$ cat src/rtl/hram_avalon_arbiter.sv
// Round-robin two-port Avalon-MM arbiter in front of the HyperRAM controller; read responses are steered by a tag FIFO.
// Latency: one-cycle grant bubble from idle, none on hold-expiry switch, zero-latency response path; stalls come from ctrl_waitrequest or a full tag FIFO.
module hram_avalon_arbiter #(
   parameter int HOLD_MAX    = 4,
   parameter int MAX_PENDING = 4,
   parameter int ADDR_W      = 22
) (
   input  logic              clock,
   input  logic              reset,
   input  logic [ADDR_W-1:0] m0_address,
   input  logic              m0_read,
   input  logic              m0_write,
   input  logic [15:0]       m0_writedata,
   input  logic [1:0]        m0_byteenable,
   output logic              m0_waitrequest,
   output logic [15:0]       m0_readdata,
   output logic              m0_readdatavalid,
   input  logic [ADDR_W-1:0] m1_address,
   input  logic              m1_read,
   input  logic              m1_write,
   input  logic [15:0]       m1_writedata,
   input  logic [1:0]        m1_byteenable,
   output logic              m1_waitrequest,
   output logic [15:0]       m1_readdata,
   output logic              m1_readdatavalid,
   output logic [ADDR_W-1:0] ctrl_address,
   output logic              ctrl_read,
   output logic              ctrl_write,
   output logic [15:0]       ctrl_writedata,
   output logic [1:0]        ctrl_byteenable,
   input  logic              ctrl_waitrequest,
   input  logic [15:0]       ctrl_readdata,
   input  logic              ctrl_readdatavalid,
   output logic              error
);
   localparam int PW = (MAX_PENDING > 1) ? $clog2(MAX_PENDING) : 1;
   localparam int CW = $clog2(MAX_PENDING + 1);
   localparam int HW = (HOLD_MAX > 1) ? $clog2(HOLD_MAX) : 1;

   typedef enum logic [1:0] {ST_IDLE, ST_M0, ST_M1} state_t;

   state_t           state, state_nxt;
   logic             last_id, last_nxt;
   logic [HW-1:0]    hold_cnt, hold_nxt;
   logic [PW-1:0]    rd_ptr, wr_ptr;
   logic [CW-1:0]    occ;
   logic [MAX_PENDING-1:0] tag_mem;

   logic grant_valid, grant_id;
   logic req0, req1, req_g, req_o;
   logic g_read, g_write;
   logic fifo_full, fifo_empty, rd_block;
   logic accept, push, pop, head;
   state_t other_st;

   assign req0        = m0_read | m0_write;
   assign req1        = m1_read | m1_write;
   assign grant_valid = (state != ST_IDLE);
   assign grant_id    = (state == ST_M1);

   assign g_read  = grant_id ? m1_read  : m0_read;
   assign g_write = grant_id ? m1_write : m0_write;

   assign fifo_full  = (occ == CW'(MAX_PENDING));
   assign fifo_empty = (occ == '0);
   assign pop        = ctrl_readdatavalid & ~fifo_empty;
   // A pop in the same cycle frees the slot, so a full FIFO only blocks when no response arrives.
   assign rd_block   = fifo_full & ~ctrl_readdatavalid;

   assign ctrl_read       = grant_valid & g_read & ~rd_block;
   assign ctrl_write      = grant_valid & g_write & ~g_read;
   assign ctrl_address    = grant_id ? m1_address    : m0_address;
   assign ctrl_writedata  = grant_id ? m1_writedata  : m0_writedata;
   assign ctrl_byteenable = grant_id ? m1_byteenable : m0_byteenable;

   assign m0_waitrequest = (state != ST_M0) | ctrl_waitrequest | (m0_read & rd_block);
   assign m1_waitrequest = (state != ST_M1) | ctrl_waitrequest | (m1_read & rd_block);

   assign accept = (ctrl_read | ctrl_write) & ~ctrl_waitrequest;
   assign push   = accept & ctrl_read;

   assign head             = tag_mem[rd_ptr];
   assign m0_readdata      = ctrl_readdata;
   assign m1_readdata      = ctrl_readdata;
   assign m0_readdatavalid = pop & ~head;
   assign m1_readdatavalid = pop & head;

   assign req_g    = grant_id ? req1 : req0;
   assign req_o    = grant_id ? req0 : req1;
   assign other_st = grant_id ? ST_M0 : ST_M1;

   always_comb begin
      state_nxt = state;
      last_nxt  = last_id;
      hold_nxt  = hold_cnt;
      if (state == ST_IDLE) begin
         hold_nxt = '0;
         if (req0 && (!req1 || last_id))
            state_nxt = ST_M0;
         else if (req1)
            state_nxt = ST_M1;
      end else if (!req_g) begin
         hold_nxt  = '0;
         last_nxt  = grant_id;
         state_nxt = req_o ? other_st : ST_IDLE;
      end else if (accept) begin
         if (hold_cnt == HW'(HOLD_MAX - 1)) begin
            hold_nxt = '0;
            if (req_o) begin
               state_nxt = other_st;
               last_nxt  = grant_id;
            end
         end else begin
            hold_nxt = hold_cnt + HW'(1);
         end
      end
   end

   always_ff @(posedge clock) begin
      if (reset) begin
         state    <= ST_IDLE;
         last_id  <= 1'b1;
         hold_cnt <= '0;
         rd_ptr   <= '0;
         wr_ptr   <= '0;
         occ      <= '0;
         error    <= 1'b0;
      end else begin
         state    <= state_nxt;
         last_id  <= last_nxt;
         hold_cnt <= hold_nxt;
         if (push)
            wr_ptr <= wr_ptr + PW'(1);
         if (pop)
            rd_ptr <= rd_ptr + PW'(1);
         if (push && !pop)
            occ <= occ + CW'(1);
         else if (pop && !push)
            occ <= occ - CW'(1);
         if (ctrl_readdatavalid && fifo_empty)
            error <= 1'b1;
      end
   end

   // Tag storage needs no reset: entries are only read behind the occupancy count.
   always_ff @(posedge clock) begin
      if (push)
         tag_mem[wr_ptr] <= grant_id;
   end
endmodule

$ cat config.mk
export PLATFORM = sky130hd
export DESIGN_NAME = hram_avalon_arbiter
export DESIGN_NICKNAME = d
export VERILOG_FILES = /design/src/rtl/hram_avalon_arbiter.sv
export SDC_FILE = /design/constraint.sdc
export NUM_CORES = 1
export LEC_CHECK = 0
export ABC_AREA = 1
export CAP_MARGIN = 20
export CORE_MARGIN = 2
export CORE_UTILIZATION = 29
export DETAILED_ROUTE_END_ITERATION = 6
export PLACE_DENSITY_LB_ADDON = 0.3
export SLEW_MARGIN = 5
export SYNTH_ARGS = -nofsm -noshare
export SYNTH_HDL_FRONTEND = slang
export SYNTH_SLANG_ARGS = --single-unit
$ cat constraint.sdc
create_clock -name clock -period 2.65 [get_ports clock]
set_clock_uncertainty 0.2 [all_clocks]
set_input_delay 0.3975 -clock clock [delete_from_list [all_inputs] [get_ports clock]]
set_output_delay 0.3975 -clock clock [all_outputs]
set_load 0.02 [all_outputs]
== Word-level counts from Yosys, hierarchy flattened ==
Index checks and enable logic that the tools add are counted.

* Input bits: 104
* Register bits after elaboration: 17
* Word-level logic and storage cells: 99
* Output and inout port bits: 79

* Equal/unequal tests: 12
* Order comparisons: 3
* Reductions and logical operators: 16
* Bitwise logic cells: 27
* Add/subtract/negate cells: 5
* Muxes and demuxes: 28

{| class="wikitable"
|+ Operator list
! kind !! count
|-
| 2-to-1 mux 2 bit || 11
|-
| 2-to-1 mux 22 bit || 1
|-
| 2-to-1 mux 16 bit || 1
|-
| AND 1 bit || 12
|-
| 2-to-1 mux 1 bit || 10
|-
| inequality test 3 x 1 -> 1 bit, second input constant || 3
|-
| inequality test 2 x 1 -> 1 bit, second input constant || 4
|-
| NOT 1 bit || 8
|-
| AND reduction 4 bit || 2
|-
| bitwise OR 1 bit || 7
|-
| adder 2 x 1 -> 2 bit, second input constant || 3
|-
| less-than comparator 2 x 3 -> 1 bit, second input constant || 2
|-
| 2-to-1 mux 3 bit || 2
|-
| logical AND 1 bit || 5
|-
| bitwise mux 4 bit || 1
|-
| equality test 2 bit, second input constant || 2
|-
| nonzero test 2 bit || 2
|-
| adder 3 x 1 -> 3 bit, second input constant || 1
|-
| equality test 3 bit, second input constant || 1
|-
| logical NOT 1 bit || 3
|-
| logical NOT 3 bit || 1
|-
| inequality test 3 x 2 -> 1 bit, second input constant || 1
|-
| OR reduction 3 bit || 1
|-
| subtractor 3 x 1 -> 3 bit, second input constant || 1
|-
| other kinds (6) || 6
|}

== Longest topological paths before layout ==
* Depth in word-level cells: 11
* Depth in mapped cells: 14
* Depth with buffers taken out: 13

== Worst setup path after synthesis ==
Ideal clock, no wire load.

* Path kind: reg-to-reg
* Start: register state[1]
* End: register occ[2]
* Setup slack: 0.309 ns
* Arrival: 2.019 ns
* Buffers on the path: 1
* Clock period less this slack: 2.341 ns
* Library setup time: 0.122 ns
* Required time: 2.328 ns
* Cell stages (with the launch flop): 15
* Path through: dfxtp_1 > inv_2 > nor2_4 > nand2_1 > nand2_1 > nand3_2 > buf_6 > inv_1 > ha_1 > inv_1 > fa_1 > a21oi_1 > o21ai_0 > o21ai_0 > a21oi_1

* Cells in the longest elaborated chain, start to end: 10
* Elaborated cells between the ends (all ways): 17
* Classes of those cells: eq/ne: 1; mux: 3; bitwise: 8; reduce/logical: 5

{| class="wikitable"
|+ Ends and longest elaborated chain
! element !! RTL line !! RTL
|-
| start: declaration || 42 || <nowiki>state_t state, state_nxt;</nowiki>
|-
| start signal: assignment || 129 || <nowiki>state <= state_nxt;</nowiki>
|-
| equality test 2 bit || 59 || <nowiki>assign grant_id = (state == ST_M1);</nowiki>
|-
| 2-to-1 mux 1 bit, on equally long branches || 61, 62 ||
|-
| AND 1 bit, or another cell as far along || 70 || <nowiki>assign ctrl_read = grant_valid & g_read & ~rd_block;</nowiki>
|-
| AND 1 bit, on equally long branches || 70, 71 ||
|-
| bitwise OR 1 bit || 79 || <nowiki>assign accept = (ctrl_read | ctrl_write) & ~ctrl_waitrequest;</nowiki>
|-
| AND 1 bit || 79 ||
|-
| AND 1 bit * || 80 || <nowiki>assign push = accept & ctrl_read;</nowiki>
|-
| via push || 53 || <nowiki>logic accept, push, pop, head;</nowiki>
|-
| logical NOT 1 bit || 138 || <nowiki>else if (pop && !push)</nowiki>
|-
| logical AND 1 bit || 138 ||
|-
| nonzero test 2 bit (no source line) || -- ||
|-
| end signal: assignment || 137 || <nowiki>occ <= occ + CW'(1);</nowiki>
|-
| end signal: assignment || 139 || <nowiki>occ <= occ - CW'(1);</nowiki>
|-
| end: declaration || 46 || <nowiki>logic [CW-1:0] occ;</nowiki>
|}

Mark *: on every way through the listed nets, which the timed path passes. The rest lies on a longest branch.
A chain may end at the register's enable or synchronous reset.

== Worst setup path in the final report ==
* Start: input ctrl_readdatavalid
* End: output m1_waitrequest

* Cells in the longest elaborated chain, start to end: 4

{| class="wikitable"
|+ Ends and longest elaborated chain
! element !! RTL line !! RTL
|-
| start: declaration || 33 || <nowiki>input logic ctrl_readdatavalid,</nowiki>
|-
| NOT 1 bit || 68 || <nowiki>assign rd_block = fifo_full & ~ctrl_readdatavalid;</nowiki>
|-
| AND 1 bit || 68 ||
|-
| AND 1 bit || 77 || <nowiki>assign m1_waitrequest = (state != ST_M1) | ctrl_waitrequest | (m1_read & rd_block);</nowiki>
|-
| bitwise OR 1 bit || 77 ||
|-
| end: declaration || 23 || <nowiki>output logic m1_waitrequest,</nowiki>
|}

Every way passes these cells.

==> results.ini <==
[power_and_ir_drop]
p_leak_uw=0.00142
seq_power_share=0.162
p_per_area_nw_per_um2=798
clkPwrFrac=0.079
internal-power_uw=1260
power_switching_uw=1160
combPwrFrac=0.758
p_sw_frac=0.479
ir_drop_v=0.000478

[worst_setup_path]
rr_startpoint=state[1]
critPathLaunch=ctrl_readdatavalid
worstSetupStartpointType=input pin
arrival_ns=1.91
setup.worst_path.end=m1_waitrequest
rr_worst_depth=13
r2r_setup_slack_ns=0.29
crit_required_ns=2.05
r2r_end=occ[2]
setup.worst_path.class=in -> out
cp-end-kind=primary output
crit_fanout=2

[placement]
place.detailed.hpwl_um=4950
portBuffers=134
globalplace.congestion=0.815
dp_cells=481
dpl_cell_area_um2=2970

[status]
outcome=complete, no violations

[layout]
drive_above_1_share=0.0390
multi_input_area_um2=990
nFillCells=594
n_antenna_cell=0
final_area_um2=3030
final_nets=522
final_cells=485
syn_to_final_growth_pct=72.0
seq_area_um2=382
utilization=0.514

[yosys]
synthesis.nets=419
netlist_instances=308
synth_top_cell_by_area=nand2_1
ys_top_cells_by_area=nand2_1 32%, dfxtp_1 15%, buf_4 14%
syn_area_per_cell_um2=5.72
netlist_area_um2=1760
synth_seq_area_share=0.216
ys_types=25
ys_warn_count=0
ys_ff_latch=17
netlist.area_leader.share=0.320

[timing]
max_clock_freq_ghz=0.399
maxSlewViolCount=0
min_period_over_period=0.945
max-slew-margin-rel=0.759
whs_ns=0.252
tightestPinTransition_ns=0.357
hold_viol_final=0
period_minus_slack_ns=2.51
rsz0062_at_grt=true
setup_viol_count_final=0
finalSetupTns_ns=0

[floorplanning]
initial_utilization=0.299
rows=28
core_um2=5890
dieWidth_um=81.9
ios=183
die_h_um=81.9
dieArea_um2=6710

[run]
maxCapViolations=0

[clock_tree]
cts_resized=0
clk_pin_slew_ns=0.07
clock_sinks=17
tritoncts=built
cts_buffers=3
root_buffer=clkbuf_8
post_cts_buffers=0
clock_path_buffers=2
clk_latency_ns=0.25
h-tree-depth=1
postCtsHoldBufs=0

[detailed_routing]
dr.pass1.iters=4
drcViolationCount=0
wl_per_cell_um=12.3
vias=2111
drt-total-wl_um=5940
drtIter0Drc=80
via_per_inst=4.35
postRouteAntennaNets=0

[global_routing]
antenna_found_initial=0
grt_pass1_vias=2003
grt_pass1_wl_um=9150
overflow=0
grt_util_all_layers=0.177
grt_start_max_net_pins=46

[hold_path]
hold_class=reg -> reg
hp-start=error

==> stage by stage <==
stage,worst slack (ns),power [µW]
3_5_place_dp,-0.0292,2220
2_1_floorplan,0.309,1480
6_report,0.145,2420
3_3_place_gp,0.0174,2200
5_1_grt,-0.00171,2640
4_1_cts,0.0175,2420
==> per-layer routing <==
metal,vias up,track usage,share of wire
li1,1116,-,-
met1,893,0.169,0.34
met2,98,0.309,0.49
met3,4,0.136,0.16
met4,0,0.0217,0.0044
met5,-,0,0
==> Yosys cell counts, drive strengths merged <==
master,n
clkbuf,8
dfxtp,13
nand3,11
a21oi,13
ha,6
edfxtp,4
buf,34
inv,28
o211ai,2
a32oi,1
nor2,21
nand2,151
fa,1
o22ai,1
o21ai,12
nand4,1
o2111ai,1
==> kinds of logic after synthesis <==
logic type | after synthesis | synth area share
AO/OA/AOI/OAI | 30 | 0.0952
adder cells (fa/ha/maj) | 7 | 0.0540
buffers and inverters | 70 | 0.222
flip-flops | 17 | 0.216
AND/OR/NAND/NOR | 184 | 0.413
==> power groups by stage <==
stage	sequential, µW	combinational (µW)	clock (µW)
finish	392	1830	192
floorplan	393	1090	0
global route	402	2020	216
CTS	390	1830	201
detailed placement	395	1820	0
global placement	394	1810	0
==> critical path, cell delays in order <==
cell and delay (ns):
clkdlybuf4s50_1 0.44, nor2_1 0.16, nand2_1 0.10, o211ai_1 0.17, clkdlybuf4s50_1 0.64
==> final cells by class <==
class                      instances  area share
timing repair buffer             140       0.467
multi-input combinational        221       0.327
sequential                        17       0.126
inverter                          28      0.0347
tap                               75      0.0310
clock buffer                       4      0.0149
==> state kept, by name, summed over array words and instances (netlist names) <==
name      cells
tag_mem       4
occ           3
error         1
state         2
hold_cnt      2
wr_ptr        2
last_id       1
rd_ptr        2
==> layout by cell type, fill, tap and decap left out <==
cell type,instances
inv_1,26
fa_1,1
inv_2,2
o2111ai_1,1
nand3_2,1
a32oi_1,1
clkbuf_1,1
ha_1,6
nand2_1,150
dlymetal6s2s_1,1
nand4_1,1
nor2_1,20
nand2_4,1
o21ai_2,1
dfxtp_1,12
a21oi_1,13
o211ai_1,2
o21ai_0,10
buf_8,1
nand3_1,10
buf_12,1
dfxtp_2,1
clkdlybuf4s50_1,133
edfxtp_1,4
nor2_4,1
buf_4,3
buf_6,1
o21ai_1,1
o22ai_1,1
clkbuf_8,3
==> worst min-delay path by stage <==
stage                   to  slack [ns]  cells past startpoint
2_1_floorplan      last_id        0.24                      2
3_3_place_gp         error        0.24                      2
3_5_place_dp         error        0.24                      2
4_1_cts              error        0.26                      2
5_1_grt        hold_cnt[1]        0.29                      2
6_report             error        0.25                      2
No activity file was read; power rests on OpenSTA's default activity.
